$ cat config.mk
export PLATFORM = sky130hd
export DESIGN_NAME = cpu_sequencer
export DESIGN_NICKNAME = d
export VERILOG_FILES = /design/src/rtl/cpu_seq_pkg.sv /design/src/rtl/cpu_seq_timeout.sv /design/src/rtl/cpu_sequencer.sv
export SDC_FILE = /design/constraint.sdc
export NUM_CORES = 1
export LEC_CHECK = 0
export CORE_MARGIN = 10
export CORE_UTILIZATION = 44
export DETAILED_ROUTE_END_ITERATION = 8
export PLACE_DENSITY_LB_ADDON = 0.12
export SLEW_MARGIN = 40
export SYNTH_ARGS = -nofsm -noshare
export SYNTH_HDL_FRONTEND = slang
export SYNTH_SLANG_ARGS = --single-unit
export TNS_END_PERCENT = 50
$ cat constraint.sdc
create_clock -name clk -period 1.9 [get_ports clk]
set_input_delay 0.19 -clock clk [delete_from_list [all_inputs] [get_ports clk]]
set_output_delay 0.19 -clock clk [all_outputs]
set_load 0.01 [all_outputs]
$ cat src/rtl/cpu_seq_pkg.sv
// Shared definitions for the multi-cycle CPU control sequencer:
// state encoding and memory address-select values.
package cpu_seq_pkg;

  typedef enum logic [2:0] {
    ST_IDLE   = 3'd0,
    ST_FETCH  = 3'd1,
    ST_DECODE = 3'd2,
    ST_EXEC   = 3'd3,
    ST_MEM    = 3'd4,
    ST_HALT   = 3'd5,
    ST_FAULT  = 3'd6
  } state_t;

  // Memory address mux select: program counter or data address.
  localparam logic ADDR_PC   = 1'b0;
  localparam logic ADDR_DATA = 1'b1;

endpackage

$ cat src/rtl/cpu_seq_timeout.sv
// Memory wait counter for the sequencer. Counts cycles spent waiting on
// mem_ready and raises tc once TIMEOUT_CYCLES-1 wait cycles have elapsed.
// The counter saturates at terminal count so it never wraps back to zero.
module cpu_seq_timeout #(
  parameter int TIMEOUT_CYCLES = 16
) (
  input  logic clk,
  input  logic reset,
  input  logic clear,
  input  logic inc,
  output logic tc
);

  localparam int W = (TIMEOUT_CYCLES > 2) ? $clog2(TIMEOUT_CYCLES) : 1;

  logic [W-1:0] count_reg;

  // Wait-cycle counter: cleared on state entry, advanced while memory stalls.
  always_ff @(posedge clk or posedge reset) begin
    if (reset) begin
      count_reg <= '0;
    end else if (clear) begin
      count_reg <= '0;
    end else if (inc && !tc) begin
      count_reg <= count_reg + W'(1);
    end
  end

  assign tc = (count_reg == W'(TIMEOUT_CYCLES - 1));

endmodule

$ cat src/rtl/cpu_sequencer.sv
// Multi-cycle control sequencer: FETCH -> DECODE -> EXEC | MEM, sharing
// one memory port between instruction fetch and data access.
// Optional feature: define CPU_SEQ_MEM_TIMEOUT_EN to fault the sequencer
// when mem_ready stays low for TIMEOUT_CYCLES cycles in FETCH or MEM.
module cpu_sequencer
  import cpu_seq_pkg::*;
#(
  parameter int CNT_W          = 16,
  parameter int TIMEOUT_CYCLES = 16
) (
  input  logic             clk,
  input  logic             reset,
  input  logic             run,
  input  logic             dec_ld,
  input  logic             dec_st,
  input  logic             dec_br,
  input  logic             dec_wr,
  input  logic             dec_halt,
  input  logic             mem_ready,
  output logic             mem_req,
  output logic             mem_we,
  output logic             addr_sel,
  output logic             ir_load,
  output logic             pc_inc,
  output logic             pc_load,
  output logic             reg_wr,
  output logic [2:0]       state,
  output logic             halted,
  output logic             fault,
  output logic [CNT_W-1:0] instr_count
);

  if (TIMEOUT_CYCLES < 2) begin : g_bad_timeout
    $error("cpu_sequencer: TIMEOUT_CYCLES must be at least 2");
  end

  state_t           state_reg, state_next;
  logic             run_sample, run_prev;
  logic             run_rise;
  logic             retire;
  logic             timeout_hit;
  logic [CNT_W-1:0] count_reg;

  // run is sampled once, then a second flop detects the sampled rising edge;
  // this gives the two-cycle resume latency and ignores a held-high level.
  always_ff @(posedge clk or posedge reset) begin
    if (reset) begin
      run_sample <= 1'b0;
      run_prev   <= 1'b0;
    end else begin
      run_sample <= run;
      run_prev   <= run_sample;
    end
  end

  assign run_rise = run_sample & ~run_prev;

`ifdef CPU_SEQ_MEM_TIMEOUT_EN
  cpu_seq_timeout #(
    .TIMEOUT_CYCLES(TIMEOUT_CYCLES)
  ) u_timeout (
    .clk   (clk),
    .reset (reset),
    .clear (state_next != state_reg),
    .inc   (((state_reg == ST_FETCH) || (state_reg == ST_MEM)) && !mem_ready),
    .tc    (timeout_hit)
  );
  assign fault = (state_reg == ST_FAULT);
`else
  assign timeout_hit = 1'b0;
  assign fault       = 1'b0;
`endif

  // State register.
  always_ff @(posedge clk or posedge reset) begin
    if (reset) begin
      state_reg <= ST_IDLE;
    end else begin
      state_reg <= state_next;
    end
  end

  // Next-state and strobe decode; mem_req depends on state only.
  always_comb begin
    state_next = state_reg;
    mem_req    = 1'b0;
    mem_we     = 1'b0;
    addr_sel   = ADDR_PC;
    ir_load    = 1'b0;
    pc_inc     = 1'b0;
    pc_load    = 1'b0;
    reg_wr     = 1'b0;
    retire     = 1'b0;
    case (state_reg)
      ST_IDLE: begin
        if (run_rise) state_next = ST_FETCH;
      end
      ST_FETCH: begin
        mem_req  = 1'b1;
        addr_sel = ADDR_PC;
        if (mem_ready) begin
          ir_load    = 1'b1;
          pc_inc     = 1'b1;
          state_next = ST_DECODE;
        end else if (timeout_hit) begin
          state_next = ST_FAULT;
        end
      end
      ST_DECODE: begin
        if (dec_halt)              state_next = ST_HALT;
        else if (dec_st || dec_ld) state_next = ST_MEM;
        else                       state_next = ST_EXEC;
      end
      ST_EXEC: begin
        reg_wr     = dec_wr;
        pc_load    = dec_br;
        retire     = 1'b1;
        state_next = ST_FETCH;
      end
      ST_MEM: begin
        mem_req  = 1'b1;
        addr_sel = ADDR_DATA;
        mem_we   = dec_st;
        if (mem_ready) begin
          reg_wr     = dec_ld & ~dec_st;
          retire     = 1'b1;
          state_next = ST_FETCH;
        end else if (timeout_hit) begin
          state_next = ST_FAULT;
        end
      end
      ST_HALT: begin
        if (run_rise) state_next = ST_FETCH;
      end
      ST_FAULT: begin
        state_next = ST_FAULT;
      end
      default: begin
        state_next = ST_IDLE;
      end
    endcase
  end

  // Retired-instruction counter, wraps naturally at 2^CNT_W.
  always_ff @(posedge clk or posedge reset) begin
    if (reset) begin
      count_reg <= '0;
    end else if (retire) begin
      count_reg <= count_reg + CNT_W'(1);
    end
  end

  assign state       = state_reg;
  assign halted      = (state_reg == ST_HALT);
  assign instr_count = count_reg;

endmodule

==> results by group <==
Status
  • Status: finished, final reports clean

CTS
  • CTS root buffer: clkbuf_4
  • Clk pin slew, worst setup/hold paths: around 110 ps
  • CTS tree: done
  • Hold Buf Count CTS: 0
  • Num CTS Buffers: 3
  • Clock Tree Buf Depth: 2
  • Num Clock Sinks: 21
  • H-tree depth: 1
  • Clk_lat worst skew: approximately 310 ps

STA
  • Final Max Tran Viols: 0
  • Skew final: between 1 and 1.5 ps
  • RSZ-0062 raised after global routing: yes
  • Final setup fails: 0
  • Hold_ws: 210 ps
  • Crit path time final: 1820 ps
  • Final Hold Fails: 0
  • Tcrit/Tclk final: 0.958
  • Max Fclk: 550 MHz
  • Slack of the critical path: just over 80 ps

Critical path
  • CP Buf/Inv Count: 1
  • CP Capture Point: halted
  • Critical Path RT: 1710 ps
  • Worst path max stage delay: ~540 ps
  • Critical Path Fanout Max: 7
  • CP delay by family, top: buffers and inverters
  • First element of the critical path: state[0]
  • Worst path arrival time: about 1600 ps
  • Crit path depth: 3
  • Setup crit start kind: flop
  • Reg-to-reg setup timing slack: 200 ps
  • RR Endpoint: instr_count[7]
  • R2r worst-path depth: 5
  • Crit Reg-Reg Startpoint: state[2]
  • CP Cell Sequence: nor2b_2 -> and2_1 -> clkdlybuf4s50_1
  • Slowest CP cell: clkdlybuf4s50_1
  • Worst setup EP type: primary output
  • CP Class: flop to primary output

Route
  • Post-DR vias/cell: 5.14
  • Post-Route WL: between 2 and 3 mm
  • First-pass detailed-route iteration total: 4
  • Drt wl/cell: about 15 um
  • Vias: between 900 and 1000
  • DR iter-0 viols: 44
  • Detailed-route DRC error count: 0
  • Post-route ant nets: 0

Synth
  • Cell Area, Synth: about 1100 sq um
  • Post-synth EDFFs: 0
  • Synth warn: 0
  • Syn avg cell area: 10.3 sq um
  • Cell variety after synth: 29
  • Synth top area cells: dfrtp_1 48%, xnor2_1 10%, nand2_1 4.4%, o21ai_0 3.2%, nand4_1 2.8%
  • Share of synthesized registers carrying an async set or reset: 1.00
  • Seq/Total Area, Yosys: 0.477
  • #FFs+latches synth: 21
  • Syn Nets: about 120
  • Ys flop type: dfrtp_1
  • Post-Synthesis Cells: between 100 and 150
  • Most frequent cell after synthesis: dfrtp_1
  • Synth cell count leaders: 21 x dfrtp_1, 13 x nand2_1, 13 x xnor2_1, 7 x o21ai_0
  • Yosys top cell area share: 0.477
  • Post-synth top area cell: dfrtp_1

Global routing
  • Total Routing Usage GR: 0.116
  • Number of global-route vias before repair: ~1000
  • Largest net degree at the start of global routing: 22
  • First-pass GRT wire length: 4.84 mm
  • Initial antenna violation count: 0
  • GRT overflow: 0

Power and ir drop
  • P per Cell Area: ~1100 nW/um^2
  • Leak: slightly above 0.7 nW
  • Total design power: 0.00169 W
  • VDD IR max: 0.000967 V

Run
  • Max Cap Viol: 0

Die
  • Die area: between 4000 and 5000 sq um
  • I/O pins: 37
  • Starting Density: 0.453
  • Site row count: 18
  • Die height: 70.0 um
  • Total core area: between 2000 and 2500 sq um
  • Die W: roughly 70 um

Worst hold path
  • Class of the worst hold path: primary input to async pin

Layout
  • Largest register FFs: 16
  • Layout cell share with drive strength beyond 1: 0.163
  • Layout area overhead: 44.8%
  • Post-route insts no fill: 183
  • Antenna diodes: 0
  • Final #Nets: between 150 and 200

Place
  • Place WS: just over 90 ps
  • # placed instances: 172
  • Routability cong.: 0.788
  • Dpl hpwl: 1.97 mm
  • Port bufs: 35
==> layout by cell type (no fill, tap or decap), types with 5 or more instances in the layout <==
cell / Yosys / layout
dfrtp_1: 21 / 18
nand2_1: 13 / 13
clkdlybuf4s50_1: 0 / 29
buf_4: 3 / 12
xnor2_1: 13 / 13
o21ai_0: 7 / 7
nand3_1: 5 / 5
nand4_1: 5 / 5
==> power by group <==
group	total [W]	internal [W]	switching [W]
Clock	0.000218	0.0000821	0.000136
Sequential	0.000675	0.000529	0.000146
Combinational	0.000801	0.000473	0.000329
==> per-stage QoR <==
step                utilization  setup TNS, ps  cell area (sq um)
global route              0.655          -7.46               1590
finish                    0.655              0               1590
floorplan                     -              0               1100
detailed placement        0.614              0               1490
CTS                       0.649              0               1580
global placement          0.614              0               1490
==> worst min-delay path, delay by kind of cell <==
family                 cells  cell delay (ps)
buffers and inverters      3              730
==> logic make-up after synthesis <==
kind of cell             share of synthesized area
flip-flops                                   0.477
other                                      0.00341
adder cells (fa/ha/maj)                     0.0114
XOR/XNOR                                     0.127
multiplexers                               0.00909
AND/OR/NAND/NOR                              0.252
buffers and inverters                       0.0364
AO/OA/AOI/OAI                               0.0830
==> worst min path at each step <==
| stage | to | slack, ps |
|---|---|---|
| after floorplan | instr_count[0] | 170 |
| after global placement | run_prev | 360 |
| after detailed placement | run_prev | 370 |
| after CTS | instr_count[14] | 220 |
| after global routing | instr_count[14] | 240 |
| final | instr_count[14] | 210 |
==> area by class of cell <==
| cell class | instances | area, sq um |
|---|---|---|
| inverters | 2 | 7.51 |
| well taps | 30 | 37.5 |
| clock buffers | 4 | 26.3 |
| flip-flops and latches | 21 | 529 |
| multi-input cells | 79 | 549 |
| fillers | 209 | 838 |
| repair buffers | 47 | 444 |
==> layer usage <==
metal	global-route usage	vias to the layer above	part of all wire
met5	0	-	0
met4	0.0197	0	0.0057
met3	0.0593	3	0.092
met2	0.187	29	0.49
met1	0.136	454	0.41
li1	-	455	-
==> repair_timing <==
action / CTS / global route
buffers inserted: 7 / 0
pin swaps: 0 / 1
gates resized for setup: 7 / 5
endpoints found under the setup margin: 8 / 4
Power figures use the tool's default switching activity.
